`config.mk`:
```
export PLATFORM = sky130hd
export DESIGN_NAME = sar_search
export DESIGN_NICKNAME = d
export VERILOG_FILES = /design/src/rtl/sar_search_pkg.sv /design/src/rtl/sar_search.sv
export SDC_FILE = /design/constraint.sdc
export NUM_CORES = 1
export LEC_CHECK = 0
export BUFFER_PORTS_ARGS = -buffer_cell sky130_fd_sc_hd__buf_2
export CAP_MARGIN = 30
export CELL_PAD_IN_SITES_DETAIL_PLACEMENT = 0
export CELL_PAD_IN_SITES_GLOBAL_PLACEMENT = 2
export CORE_MARGIN = 2
export CORE_UTILIZATION = 38
export DETAILED_ROUTE_END_ITERATION = 8
export GPL_ROUTABILITY_DRIVEN = 1
export PLACE_DENSITY_LB_ADDON = 0.1
export SLEW_MARGIN = 20
export SYNTH_ARGS = -nofsm -noshare
export SYNTH_HDL_FRONTEND = slang
export SYNTH_SLANG_ARGS = --single-unit
```
`constraint.sdc`:
```
create_clock -name clk -period 8.4 [get_ports clk]
set_input_delay 0.42 -clock clk [delete_from_list [all_inputs] [get_ports clk]]
set_output_delay 0.42 -clock clk [all_outputs]
set_load 0.005 [all_outputs]
```
`src/rtl/sar_search_pkg.sv`:
```
// sar_search_pkg: shared FSM states, comparator flag encoding and step-counter width
// for sar_search.
package sar_search_pkg;
    typedef enum logic [1:0] {IDLE, QUERY, UPDATE, DONE} state_t;
    localparam logic [2:0] FLAG_LT = 3'b100;
    localparam logic [2:0] FLAG_EQ = 3'b010;
    localparam logic [2:0] FLAG_GT = 3'b001;
    function automatic int STEP_W(input int width);
        return $clog2(width + 2);
    endfunction
endpackage

```
`src/rtl/sar_search.sv`:
```
// sar_search: binary-search initiator driving an external magnitude comparator.
// Define SAR_SEARCH_STEP_CNT_EN to add the steps output (comparator responses per search).
module sar_search
    import sar_search_pkg::*;
#(
    parameter int WIDTH = 8
) (
    input  logic                       clk,
    input  logic                       rst_n,
    input  logic                       start,
    input  logic [WIDTH-1:0]           lo_bound,
    input  logic [WIDTH-1:0]           hi_bound,
    output logic [WIDTH-1:0]           guess,
    output logic                       guess_valid,
    input  logic                       cmp_valid,
    input  logic                       cmp_lt,
    input  logic                       cmp_eq,
    input  logic                       cmp_gt,
    output logic                       busy,
    output logic                       done,
    output logic                       found,
    output logic                       err,
    output logic [WIDTH-1:0]           result
`ifdef SAR_SEARCH_STEP_CNT_EN
    ,
    output logic [STEP_W(WIDTH)-1:0]   steps
`endif
);
    localparam logic [WIDTH:0] ONE = 1;
    state_t           r_state;
    logic [WIDTH:0]   r_lo, r_hi;
    logic [WIDTH-1:0] r_guess, r_result;
    logic [2:0]       r_flags;
    logic             r_guess_valid, r_busy, r_done, r_found, r_err;
    logic [WIDTH:0]   w_nlo, w_nhi;
    logic             w_stop;
    // (a+b)>>1 without losing the carry: halves summed plus the shared low bit.
    function automatic logic [WIDTH-1:0] mid(input logic [WIDTH:0] a, input logic [WIDTH:0] b);
        return a[WIDTH:1] + b[WIDTH:1] + {{(WIDTH-1){1'b0}}, a[0] & b[0]};
    endfunction
    always_comb begin
        w_nlo  = (r_flags == FLAG_LT) ? {1'b0, r_guess} + ONE : r_lo;
        w_nhi  = (r_flags == FLAG_LT) ? r_hi : {1'b0, r_guess} - ONE;
        // Range exhaustion is decided from the guess so neither bound has to over/underflow.
        w_stop = (r_flags == FLAG_LT) ? ({1'b0, r_guess} >= r_hi) : ({1'b0, r_guess} <= r_lo);
    end
    always_ff @(posedge clk or negedge rst_n) begin
        if (!rst_n) begin
            r_state       <= IDLE;
            r_lo          <= '0;
            r_hi          <= '0;
            r_guess       <= '0;
            r_result      <= '0;
            r_flags       <= '0;
            r_guess_valid <= 1'b0;
            r_busy        <= 1'b0;
            r_done        <= 1'b0;
            r_found       <= 1'b0;
            r_err         <= 1'b0;
        end else begin
            r_done <= 1'b0;
            case (r_state)
                IDLE: if (start) begin
                    r_lo     <= {1'b0, lo_bound};
                    r_hi     <= {1'b0, hi_bound};
                    r_guess  <= mid({1'b0, lo_bound}, {1'b0, hi_bound});
                    r_found  <= 1'b0;
                    r_err    <= 1'b0;
                    r_result <= '0;
                    if (lo_bound <= hi_bound) begin
                        r_state       <= QUERY;
                        r_guess_valid <= 1'b1;
                        r_busy        <= 1'b1;
                    end else begin
                        r_state <= DONE;
                        r_done  <= 1'b1;
                    end
                end
                QUERY: if (cmp_valid) begin
                    r_flags       <= {cmp_lt, cmp_eq, cmp_gt};
                    r_guess_valid <= 1'b0;
                    r_state       <= UPDATE;
                end
                UPDATE: begin
                    r_lo <= w_nlo;
                    r_hi <= w_nhi;
                    if (r_flags == FLAG_EQ || (r_flags != FLAG_LT && r_flags != FLAG_GT) || w_stop) begin
                        r_found  <= (r_flags == FLAG_EQ);
                        r_result <= (r_flags == FLAG_EQ) ? r_guess : '0;
                        r_err    <= (r_flags != FLAG_EQ && r_flags != FLAG_LT && r_flags != FLAG_GT);
                        r_state  <= DONE;
                        r_done   <= 1'b1;
                        r_busy   <= 1'b0;
                    end else begin
                        r_guess       <= mid(w_nlo, w_nhi);
                        r_guess_valid <= 1'b1;
                        r_state       <= QUERY;
                    end
                end
                default: r_state <= IDLE;
            endcase
        end
    end
    assign guess       = r_guess;
    assign guess_valid = r_guess_valid;
    assign busy        = r_busy;
    assign done        = r_done;
    assign found       = r_found;
    assign err         = r_err;
    assign result      = r_result;
`ifdef SAR_SEARCH_STEP_CNT_EN
    localparam logic [STEP_W(WIDTH)-1:0] STEP_ONE = 1;
    logic [STEP_W(WIDTH)-1:0] r_steps;
    always_ff @(posedge clk or negedge rst_n) begin
        if (!rst_n) r_steps <= '0;
        else if (r_state == IDLE && start) r_steps <= '0;
        else if (r_state == QUERY && cmp_valid) r_steps <= r_steps + STEP_ONE;
    end
    assign steps = r_steps;
`endif
endmodule

```
==> results of run 1 <==
[power by group through the flow]
stage	clock [mW]	sequential, mW	combinational (mW)
3_3_place_gp	0	0.425	0.995
3_5_place_dp	0	0.428	1.00
6_report	0.146	0.424	0.999
2_1_floorplan	0	0.373	0.795
5_1_grt	0.158	0.441	1.16
4_1_cts	0.152	0.423	1.01
[area by class of cell]
type / count / share of cell area (%)
clock inverters: 1 / 0.184
inverters: 35 / 3.21
clock buffers: 7 / 2.11
well taps: 129 / 3.95
repair buffers: 49 / 6.67
flip-flops and latches: 44 / 26.9
multi-input cells: 346 / 56.9
[cell families (layout without fill, tap and decap cells)]
kind of cell,after synthesis,after routing
buffers and inverters,57,92
and+or+nand+nor,154,154
adders and majority gates,43,43
xor gates and xnor gates,18,18
DFF,44,44
muxes,8,8
AOI/OAI and AO/OA,123,123
[stage by stage]
stage / hold WS (ns) / cells / setup WS, ns / util [%] / power, mW
after floorplan: 0.124 / 447 / 5.31 / - / 1.17
after global placement: 0.471 / 602 / 5.18 / 42.6 / 1.42
after detailed placement: 0.441 / 603 / 5.14 / 42.8 / 1.43
after CTS: 0.112 / 611 / 5.11 / 43.8 / 1.58
after global routing: 0.138 / 611 / 4.86 / 43.8 / 1.75
final: 0.105 / 611 / 5.12 / 43.8 / 1.57
[routing by layer]
metal,up-vias,track usage (%)
met5,-,0
met4,0,3.08
met3,5,2.05
met2,69,34.2
met1,1474,29.4
li1,1623,-
[worst register-to-register path, delay by kind of cell (launching register included)]
kind / cells / cell delay, ns
AO/OA/AOI/OAI: 2 / 0.23
XOR/XNOR: 1 / 0.13
multiplexers: 2 / 0.34
flip-flops: 1 / 0.45
AND/OR/NAND/NOR: 4 / 1.10
adder cells (fa/ha/maj): 2 / 0.92
[state kept, by name (all words and copies together), names as in the netlist]
name	flops
busy	1
done	1
err	1
found	1
guess	8
guess_valid	1
r_flags	3
r_hi	9
r_lo	9
r_state	2
result	8
[cells in the mapped netlist (4+ instances only)]
master / number / area share, %
fa_1: 4 / 2.2
nor2b_1: 5 / 0.85
a21oi_1: 30 / 4.1
nand3_1: 8 / 1.1
dfrtp_1: 44 / 30
nand2_1: 62 / 6.3
o21ai_0: 39 / 5.3
mux2_2: 6 / 1.8
ha_1: 39 / 13
xor2_1: 7 / 1.7
nand2b_1: 9 / 1.5
a31o_1: 8 / 1.9
buf_6: 5 / 1.5
nor3_1: 5 / 0.68
clkbuf_1: 13 / 1.3
nor2_1: 46 / 4.7
inv_1: 35 / 3.6
nand4_1: 4 / 0.68
xnor2_1: 11 / 2.6
[worst max-delay path by stage]
stage / endpoint / cells after the start
after floorplan: guess[4]$_DFFE_PN0P_ / 15
after global placement: guess[4]$_DFFE_PN0P_ / 11
after detailed placement: guess[4]$_DFFE_PN0P_ / 11
after CTS: guess[4]$_DFFE_PN0P_ / 11
after global routing: guess[7]$_DFFE_PN0P_ / 13
final: guess[4]$_DFFE_PN0P_ / 11
==> impl_results.md, run 1 <==
- Cell Int Power: 0.795 mW
- Static Leak: 1.94 nW
- Total congestion overflow: 0
- Max stage delay on crit path: 0.68 ns
- CP max-delay cell: or3b_1
- Synthesized cell area: 3670 sq um
- Synth Net Count: 513
- Worst Path Required: 8.60 ns
- Sequential cell area: 1100 sq um
- Area delta synth->final: 11.3%
- Die footprint: 10500 sq um
- Reg-to-reg startpoint: r_flags[1]$_DFFE_PN0P_
- Die Span X: 102 microns
- Combinational share of power: 63.7%
- Mux cell area share after synthesis: 2.39%
- Depth of the worst register-to-register path: 11
- Period minus WS final: 3.28 ns
- Max Slew Vio Count: 0
- Tightest Pin Transition: 0.958 ns
- Yosys cell types: 59
- Reg-to-reg endpoint: guess[4]$_DFFE_PN0P_
- Total track usage: 20.5%
- Achievable Freq: 305 MHz
- Compound-Gate Fraction of Synth Area: 22.0%
- Clock skew: 0.0124 ns
- H-tree depth: 2
- CTS Sinks: 44
- R2R setup slack: 5.12 ns
- Synth Area in XOR/XNOR: 4.29%
- Initial Utilization: 39.4%
- Clk pin slew, worst setup/hold paths: 0.10 ns
- Ys async rst share: 100%
- Initial DRC count: 112
- Uppermost layer routed: met4
- Yosys warning total: 0
- Gate count of the mapped netlist: 447
- Post-synthesis sequential area ratio: 30.0%
- Met2 WL: 4710 microns
- Via count: 3171
- Largest net degree at the start of global routing: 31
- Critical path startpoint category: register
- Main synth FF type: dfrtp_1
- Vias in the first global route: 3048
- Outcome: finished clean
- Sw frac: 49.3%
- Gpl congestion: 0.819
- Maximum VDD drop: 97.2 uV
- Final setup viols: 0
- First-pass iteration count of the detailed router: 4
- Cts repair resizes: 0
- Setup_tns: 0 ns
- Wire per inst: 16.4 microns
- Commonest non-fill, non-tap cell in the layout: nand2_1
- Hold_buf cts: 0
- Hold Fails Final Rpt: 0
- Antenna Cells: 0
- Worst setup EP type: register
- Met3 Routed Length: 313 microns
- Worst skew pair latency: 0.30 ns
- Largest family of logic cells by synthesized area: compound AO/OA/AOI/OAI gates
- Via-to-Cell Ratio: 5.19
- Sw Pwr: 0.774 mW
- Headroom to the max-slew limit: 35.6%
- # rows: 35
- Simple-gate share of the synthesized area: 18.9%
- Worst hold-check path type: in -> async
- Worst endpoint data arrival time: 3.48 ns
- Total core area: 9330 sq um
- Total power density per cell area: 384 nW/um^2
- TritonCTS clock tree: yes
- Clock Power Share: 9.3%
- First-pass GRT wire length: 16300 microns
- CP Cell Sequence: or3b_1, nand2_1, o21ai_0, fa_1, fa_1, nor2b_1, o21ai_0, nand2b_1, xnor2_1, mux2i_1, mux2_2
- Worst path bufs/invs: 0
- Final WL: 10000 microns
- Placed Area: 4000 sq um
- Layout cells sized above 1: 14.9%
- Area used by multi-input combinational logic: 2330 sq um
- Initial antenna violation count: 0
- Max clock buf depth: 2
- Delay-heaviest family, CP: simple AND/OR/NAND/NOR gates
- Worst Setup SP: r_flags[1]$_DFFE_PN0P_
- DP Wirelength: 7670 microns
- Max Cap Viol: 0
- CP Max Fanout: 19
- Fin nets: 547
- Total CTS buffers: 5
- Most frequent cells in the layout: nand2_1 (62), nor2_1 (46), dfrtp_1 (44)
- Syn_area_per_cell: 8.22 sq um
- Detailed-route DRC error count: 0
- Seq cells post-synth: 44
- CP Class: reg -> reg
- Post-synth EDFFs: 0
- Setup Buffers After CTS: 0
- Die Y-Extent: 102 microns
- Boundary Pins: 44
- RSZ-0062 raised after global routing: no
- Post-route ant nets: 0
- Filler cell count: 990
- Flop pwr share: 27.1%
- Period utilization: 39.0%
- Clk root buf: clkbuf_8
- Design area: 4090 sq um
- Adder-Cell Fraction of Synth Area: 15.5%
- Port buffer count: 43
- M1 WL: 4950 microns
Note: power is estimated with default switching activity, not from simulation.
==> run 2: changes to the inputs <==
--- a/config.mk
+++ b/config.mk
@@ -5,12 +5,13 @@
 export SDC_FILE = /design/constraint.sdc
 export NUM_CORES = 1
 export LEC_CHECK = 0
+export ABC_AREA = 1
 export BUFFER_PORTS_ARGS = -buffer_cell sky130_fd_sc_hd__buf_2
 export CAP_MARGIN = 30
 export CELL_PAD_IN_SITES_DETAIL_PLACEMENT = 0
 export CELL_PAD_IN_SITES_GLOBAL_PLACEMENT = 2
 export CORE_MARGIN = 2
-export CORE_UTILIZATION = 38
+export CORE_UTILIZATION = 34
 export DETAILED_ROUTE_END_ITERATION = 8
 export GPL_ROUTABILITY_DRIVEN = 1
 export PLACE_DENSITY_LB_ADDON = 0.1
==> constraint.sdc (replaced) <==
create_clock -name clk -period 3.4 [get_ports clk]
set_input_delay 0.17 -clock clk [delete_from_list [all_inputs] [get_ports clk]]
set_output_delay 0.17 -clock clk [all_outputs]
set_load 0.005 [all_outputs]
==> impl_results.md, run 2 <==
- Initial antenna violation count: 0 (unchanged)
- Synth area leaders: dfrtp_1 (30%), ha_1 (13%), nand2_1 (10%) (was dfrtp_1 (30%), ha_1 (13%), nand2_1 (6.3%))
- Worst setup EP type: register (unchanged)
- Reg-to-reg endpoint: guess[4]$_DFFE_PN0P_ (unchanged)
- Worst skew pair latency: 0.32 ns (was 0.30 ns)
- Total track usage: 20.2% (was 20.5%)
- H-tree depth: 2 (unchanged)
- Tightest Pin Transition: 0.778 ns (was 0.958 ns)
- Commonest non-fill, non-tap cell in the layout: nand2_1 (unchanged)
- Via count: 3478 (was 3171)
- Boundary Pins: 44 (unchanged)
- M1 WL: 5610 microns (was 4950 microns)
- CTS Sinks: 44 (unchanged)
- R2R setup slack: 0.48 ns (was 5.12 ns)
- Hold Fails Final Rpt: 0 (unchanged)
- Synth top area share: 29.7% (was 30.0%)
- Clk root buf: clkbuf_8 (unchanged)
- CP Max Fanout: 20 (was 19)
- Final WL: 11300 microns (was 10000 microns)
- Reg-to-reg startpoint: r_flags[1]$_DFFE_PN0P_ (unchanged)
- Sw Pwr: 2.03 mW (was 0.774 mW)
- Post-route ant nets: 0 (unchanged)
- Clock skew: 0.0133 ns (was 0.0124 ns)
- Final non-filler cell total: 701 (was 611)
- Hold_sp: cmp_valid
- Post-synth EDFFs: 0 (unchanged)
- Post-synthesis sequential area ratio: 29.7% (was 30.0%)
- Final setup viols: 0 (unchanged)
- Combinational share of power: 63.9% (was 63.7%)
- Total congestion overflow: 0 (unchanged)
- Die Span X: 108 microns (was 102 microns)
- Met2 WL: 5060 microns (was 4710 microns)
- Yosys cell types: 41 (was 59)
- Synthesized cell area: 3710 sq um (was 3670 sq um)
- Period utilization: 85.9% (was 39.0%)
- Max clock buf depth: 2 (unchanged)
- Met3 Routed Length: 506 microns (was 313 microns)
- Uppermost layer routed: met4 (unchanged)
- Cts repair resizes: 0 (unchanged)
- Period minus WS final: 2.92 ns (was 3.28 ns)
- Fin nets: 626 (was 547)
- Setup_tns: 0 ns (unchanged)
- Ys async rst share: 100% (unchanged)
- Worst Path Required: 3.60 ns (was 8.60 ns)
- Flop pwr share: 24.6% (was 27.1%)
- Hold_ws: 0.0635 ns (was 0.105 ns)
- Detailed-route DRC error count: 0 (unchanged)
- Achievable Freq: 342 MHz (was 305 MHz)
- Sw frac: 52.1% (was 49.3%)
- Port buffer count: 43 (unchanged)
- Yosys warning total: 0 (unchanged)
- Gate count of the mapped netlist: 519 (was 447)
- TritonCTS clock tree: yes (unchanged)
- Outcome: finished clean (unchanged)
- Critical path startpoint category: register (unchanged)
- Clk pin slew, worst setup/hold paths: 0.10 ns (about the same)
- Most frequent cells in the layout: nand2_1 (99), inv_1 (80), o21ai_0 (48), nand3_1 (48), dfrtp_1 (44) (was nand2_1 (62), nor2_1 (46), dfrtp_1 (44))
- Hold path depth: 2
- Worst endpoint data arrival time: 3.12 ns (was 3.48 ns)
- Seq cells post-synth: 44 (unchanged)
- Total CTS buffers: 5 (unchanged)
- Initial DRC count: 197 (was 112)
- Antenna Cells: 0 (unchanged)
- Worst hold-check path type: in -> reg (was in -> async)
- Via-to-Cell Ratio: 4.96 (was 5.19)
- Total power: 3.90 mW (was 1.57 mW)
- Clock Power Share: 11.5% (was 9.3%)
- # rows: 38 (was 35)
- Syn_area_per_cell: 7.15 sq um (was 8.22 sq um)
- Synth Net Count: 585 (was 513)
- Initial Utilization: 34.5% (was 39.4%)
- Top Registers: r_hi (9), r_lo (9) (unchanged)
- Headroom to the max-slew limit: 48.1% (was 35.6%)
- Total power density per cell area: 922 nW/um^2 (was 384 nW/um^2)
- Cell Int Power: 1.87 mW (was 0.795 mW)
- Layout cells sized above 1: 14.4% (was 14.9%)
- Max Cap Viol: 0 (unchanged)
- Total core area: 10700 sq um (was 9330 sq um)
- Hold path endpoint: r_state[0]$_DFFE_PN0P_
- First-pass iteration count of the detailed router: 5 (was 4)
- Gpl congestion: 0.800 (was 0.819)
- Wire per inst: 16.1 microns (was 16.4 microns)
- CP Class: reg -> reg (unchanged)
- Vias in the first global route: 3438 (was 3048)
- Max Slew Vio Count: 0 (unchanged)
- Largest net degree at the start of global routing: 29 (was 31)
- First-pass GRT wire length: 18100 microns (was 16300 microns)
- Depth of the worst register-to-register path: 16 (was 11)
- Die footprint: 11800 sq um (was 10500 sq um)
- Main synth FF type: dfrtp_1 (unchanged)
- Synth cell count leaders: nand2_1 (99), inv_1 (80), nand3_1 (48), o21ai_0 (48), dfrtp_1 (44) (was nand2_1 (62), nor2_1 (46), dfrtp_1 (44))
- RSZ-0062 raised after global routing: no (unchanged)
- Area delta synth->final: 13.9% (was 11.3%)
- Cell taking the most area after synthesis: dfrtp_1 (unchanged)
- Die Y-Extent: 108 microns (was 102 microns)
- Maximum VDD drop: 300 uV (was 97.2 uV)
- Placed cells: 692 (was 603)
- Static Leak: 2.23 nW (was 1.94 nW)
- DP Wirelength: 8900 microns (was 7670 microns)
- Most common cell in the netlist: nand2_1 (unchanged)
## run 2: metrics by stage
step                      cell area (sq um)  util (%)  setup slack [ns]
after global routing                   4230      39.3             0.176
after detailed placement               4100      38.1             0.515
final                                  4230      39.3             0.480
after floorplan                        3710         -             0.797
after CTS                              4230      39.3             0.477
after global placement                 4040      37.6             0.573
## run 2: what timing repair did
action	CTS	global route
setup buffers	0	0
hold endpoints to repair	21	0
setup endpoints to repair	0	0
hold buffers	1	0
## run 2: worst max-delay path by stage
stage	startpoint	endpoint	slack, ns	depth (start not counted)
5_1_grt	guess[0]$_DFFE_PN0P_	guess[6]$_DFFE_PN0P_	0.18	14
6_report	r_flags[1]$_DFFE_PN0P_	guess[4]$_DFFE_PN0P_	0.48	16
4_1_cts	r_flags[1]$_DFFE_PN0P_	guess[4]$_DFFE_PN0P_	0.48	16
3_3_place_gp	guess[0]$_DFFE_PN0P_	guess[4]$_DFFE_PN0P_	0.57	14
3_5_place_dp	guess[0]$_DFFE_PN0P_	guess[4]$_DFFE_PN0P_	0.52	14
2_1_floorplan	guess[0]$_DFFE_PN0P_	guess[4]$_DFFE_PN0P_	0.80	14
## run 2: cells by family after synthesis
| group | Yosys count | share of synthesized area (%) |
|---|---|---|
| xor gates and xnor gates | 3 | 0.708 |
| muxes | 2 | 0.573 |
| and+or+nand+nor | 220 | 26.4 |
| buffers and inverters | 98 | 10.7 |
| AOI/OAI and AO/OA | 109 | 16.7 |
| adders and majority gates | 43 | 15.3 |
| DFF | 44 | 29.7 |
## run 2: area by class of cell
class,instances,area (sq um)
timing repair buffer,49,303
fill,1168,6520
multi-input combinational,377,2210
tap,140,175
inverter,83,312
clock buffer,6,82.6
clock inverter,2,38.8
sequential,44,1100
## run 2: power groups by stage
| stage | clock network (mW) | registers [mW] | logic (mW) |
|---|---|---|---|
| final | 0.449 | 0.958 | 2.49 |
| after global placement | 0 | 0.961 | 2.51 |
| after CTS | 0.466 | 0.958 | 2.51 |
| after detailed placement | 0 | 0.970 | 2.49 |
| after global routing | 0.487 | 0.996 | 2.87 |
| after floorplan | 0 | 0.902 | 1.84 |
## run 2: critical path, cell delays in order (launching register included)
cell and delay [ns]:
dfrtp_1 0.42, inv_1 0.08, nand3_1 0.18, buf_4 0.29, nand2_1 0.07, o21ai_0 0.13, nand2_1 0.11, fa_1 0.42
fa_1 0.37, inv_1 0.10, nand2_1 0.07, a21oi_1 0.19, o21ai_0 0.10, nand2_1 0.06, nor2_1 0.04, o21ai_2 0.12
nand2_2 0.05
## run 2: layer usage
layer  track usage (%)  vias up
met5                 0        -
met3              2.23        6
li1                  -     1800
met2              31.7       70
met4              4.49        0
met1              29.8     1602
==> run 3: changes to the inputs <==
--- a/config.mk
+++ b/config.mk
@@ -14,7 +14,7 @@
 export CORE_UTILIZATION = 34
 export DETAILED_ROUTE_END_ITERATION = 8
 export GPL_ROUTABILITY_DRIVEN = 1
-export PLACE_DENSITY_LB_ADDON = 0.1
+export PLACE_DENSITY = 0.9
 export SLEW_MARGIN = 20
 export SYNTH_ARGS = -nofsm -noshare
 export SYNTH_HDL_FRONTEND = slang
==> impl_results.md, run 3 (synthesized netlist as in run 2, its figures left out) <==
- Commonest non-fill, non-tap cell in the layout: nand2_1 (unchanged)
- TritonCTS clock tree: yes (unchanged)
- Worst hold-check path type: in -> reg (unchanged)
- Initial antenna violation count: 0 (unchanged)
- Largest net degree at the start of global routing: 31 (was 29)
- Final Core Density: 38.6% (was 39.3%)
- Outcome: finished clean (unchanged)
- Clk root buf: clkbuf_8 (unchanged)
- Setup_tns: 0 ns (unchanged)
- Die footprint: 11800 sq um (unchanged)
- Antenna Cells: 0 (unchanged)
- RSZ-0062 raised after global routing: no (unchanged)
- Max stage delay on crit path: 0.51 ns (was 0.42 ns)
- Detailed-route DRC error count: 0 (unchanged)
- Total track usage: 18.6% (was 20.2%)
- Top Registers: r_hi (9), r_lo (9) (unchanged)
- Area delta synth->final: 11.8% (was 13.9%)
- Port buffer count: 43 (unchanged)
- Headroom to the max-slew limit: 51.6% (was 48.1%)
- Worst skew pair latency: 0.30 ns (was 0.32 ns)
- Delay-heaviest family, CP: adder cells (unchanged)
- # rows: 38 (unchanged)
- Initial Utilization: 34.5% (unchanged)
- Placed cells: 691 (was 692)
- Static Leak: 2.19 nW (was 2.23 nW)
- First-pass GRT wire length: 17000 microns (was 18100 microns)
- Most frequent cells in the layout: nand2_1 (99), inv_1 (80), o21ai_0 (48), nand3_1 (48), dfrtp_1 (44) (unchanged)
- Maximum VDD drop: 236 uV (was 300 uV)
- Die Span X: 108 microns (unchanged)
- Die Y-Extent: 108 microns (unchanged)
- Final WL: 10600 microns (was 11300 microns)
- CP Cell Sequence: inv_1, ha_1, nand2_1, o21ai_0, fa_1, fa_1, inv_1, nand2_1, a21oi_1, o21ai_0, nand2_1, nor2_1, o21ai_2, nand2_2 (was inv_1, nand3_1, buf_4, nand2_1, o21ai_0, nand2_1, fa_1, fa_1, inv_1, nand2_1, a21oi_1, o21ai_0, nand2_1, nor2_1, o21ai_2, nand2_2)
- Initial DRC count: 262 (was 197)
- Max Cap Viol: 0 (unchanged)
- Fin nets: 625 (was 626)
- Final non-filler cell total: 699 (was 701)
- Achievable Freq: 340 MHz (was 342 MHz)
- Boundary Pins: 44 (unchanged)
- Post-route ant nets: 0 (unchanged)
- Most common cell on crit path: nand2_1 (unchanged)
- CP Max Fanout: 8 (was 20)
- Via count: 3529 (was 3478)
- Period utilization: 86.4% (was 85.9%)
- Total congestion overflow: 0 (unchanged)
- CP max-delay cell: dfrtp_1 (unchanged)
- CTS Sinks: 44 (unchanged)
- Max Slew Vio Count: 0 (unchanged)
- Layout cells sized above 1: 14.1% (was 14.4%)
- Total core area: 10700 sq um (unchanged)
- Clk pin slew, worst setup/hold paths: 0.09 ns (was 0.10 ns)
- Worst setup EP type: register (unchanged)
- Period minus WS final: 2.94 ns (was 2.92 ns)
- Gpl congestion: 0.884 (was 0.800)
- Max clock buf depth: 2 (unchanged)
- Setup Buffers After CTS: 0 (unchanged)
- Worst Path Required: 3.60 ns (about the same)
- H-tree depth: 2 (unchanged)
- Vias in the first global route: 3310 (was 3438)
- Via-to-Cell Ratio: 5.05 (was 4.96)
- Hold Fails Final Rpt: 0 (unchanged)
- Total CTS buffers: 5 (unchanged)
- First-pass iteration count of the detailed router: 5 (unchanged)
- Wire per inst: 15.2 microns (was 16.1 microns)
- CP Class: reg -> reg (unchanged)
- DP Wirelength: 8350 microns (was 8900 microns)
- Worst endpoint data arrival time: 3.14 ns (was 3.12 ns)
- Total power density per cell area: 912 nW/um^2 (was 922 nW/um^2)
- Clock skew: 0.00774 ns (was 0.0133 ns)
- Final setup viols: 0 (unchanged)
- Tightest Pin Transition: 0.725 ns (was 0.778 ns)
- Worst path bufs/invs: 2 (was 3)
- Critical path startpoint category: register (unchanged)
## run 3: final timing paths
| check | startpoint | end | slack (ns) | depth (start not counted) |
|---|---|---|---|---|
| worst max-delay path | guess[0]$_DFFE_PN0P_ | guess[4]$_DFFE_PN0P_ | 0.46 | 14 |
| max in group asynchronous | rst_n | r_flags[2]$_DFFE_PN0P_ | 2.58 | 3 |
| worst max register to register | guess[0]$_DFFE_PN0P_ | guess[4]$_DFFE_PN0P_ | 0.46 | 14 |
| worst min-delay path | cmp_valid | r_state[0]$_DFFE_PN0P_ | 0.08 | 2 |
| worst min register to register | guess_valid$_DFFE_PN0P_ | guess_valid$_DFFE_PN0P_ | 0.49 | 2 |
| min in group asynchronous | rst_n | result[7]$_DFFE_PN0P_ | 0.32 | 2 |
## run 3: timing repair
action | in CTS | in global routing
endpoints found under the hold margin | 14 | 0
hold buffers | 1 | 0
resized for setup | 0 | 0
## run 3: metal layers
metal	vias up	wire, microns	global-route usage, %
li1	1798	-	-
met1	1643	5520	28.1
met2	79	4560	28.4
met3	9	369	1.75
met4	0	156	4.21
met5	-	0	0
## run 3: cell type report
| class | count | area (sq um) |
|---|---|---|
| fill | 1179 | 6590 |
| multi-input combinational | 377 | 2210 |
| sequential | 44 | 1100 |
| inverter | 83 | 312 |
| timing repair buffer | 48 | 268 |
| tap | 140 | 175 |
| clock buffer | 5 | 68.8 |
| clock inverter | 2 | 12.5 |
## run 3: power breakdown
| part | switching [mW] | total (mW) | leakage [nW] | internal (mW) |
|---|---|---|---|---|
| Sequential | 0.208 | 0.949 | 0.548 | 0.741 |
| Clock | 0.191 | 0.330 | 0.0400 | 0.140 |
| Combinational | 1.62 | 2.51 | 1.60 | 0.883 |
| Total | 2.02 | 3.78 | 2.19 | 1.76 |
## run 3: through the flow
| step | setup WS, ns | area (sq um) | hold slack [ns] | power (mW) |
|---|---|---|---|---|
| after global placement | 0.628 | 4040 | 0.403 | 3.40 |
| after CTS | 0.522 | 4150 | 0.0818 | 3.77 |
| after detailed placement | 0.543 | 4060 | 0.119 | 3.43 |
| final | 0.463 | 4150 | 0.0847 | 3.78 |
| after global routing | 0.224 | 4150 | 0.0783 | 4.20 |
| after floorplan | 0.797 | 3710 | -0.126 | 2.74 |
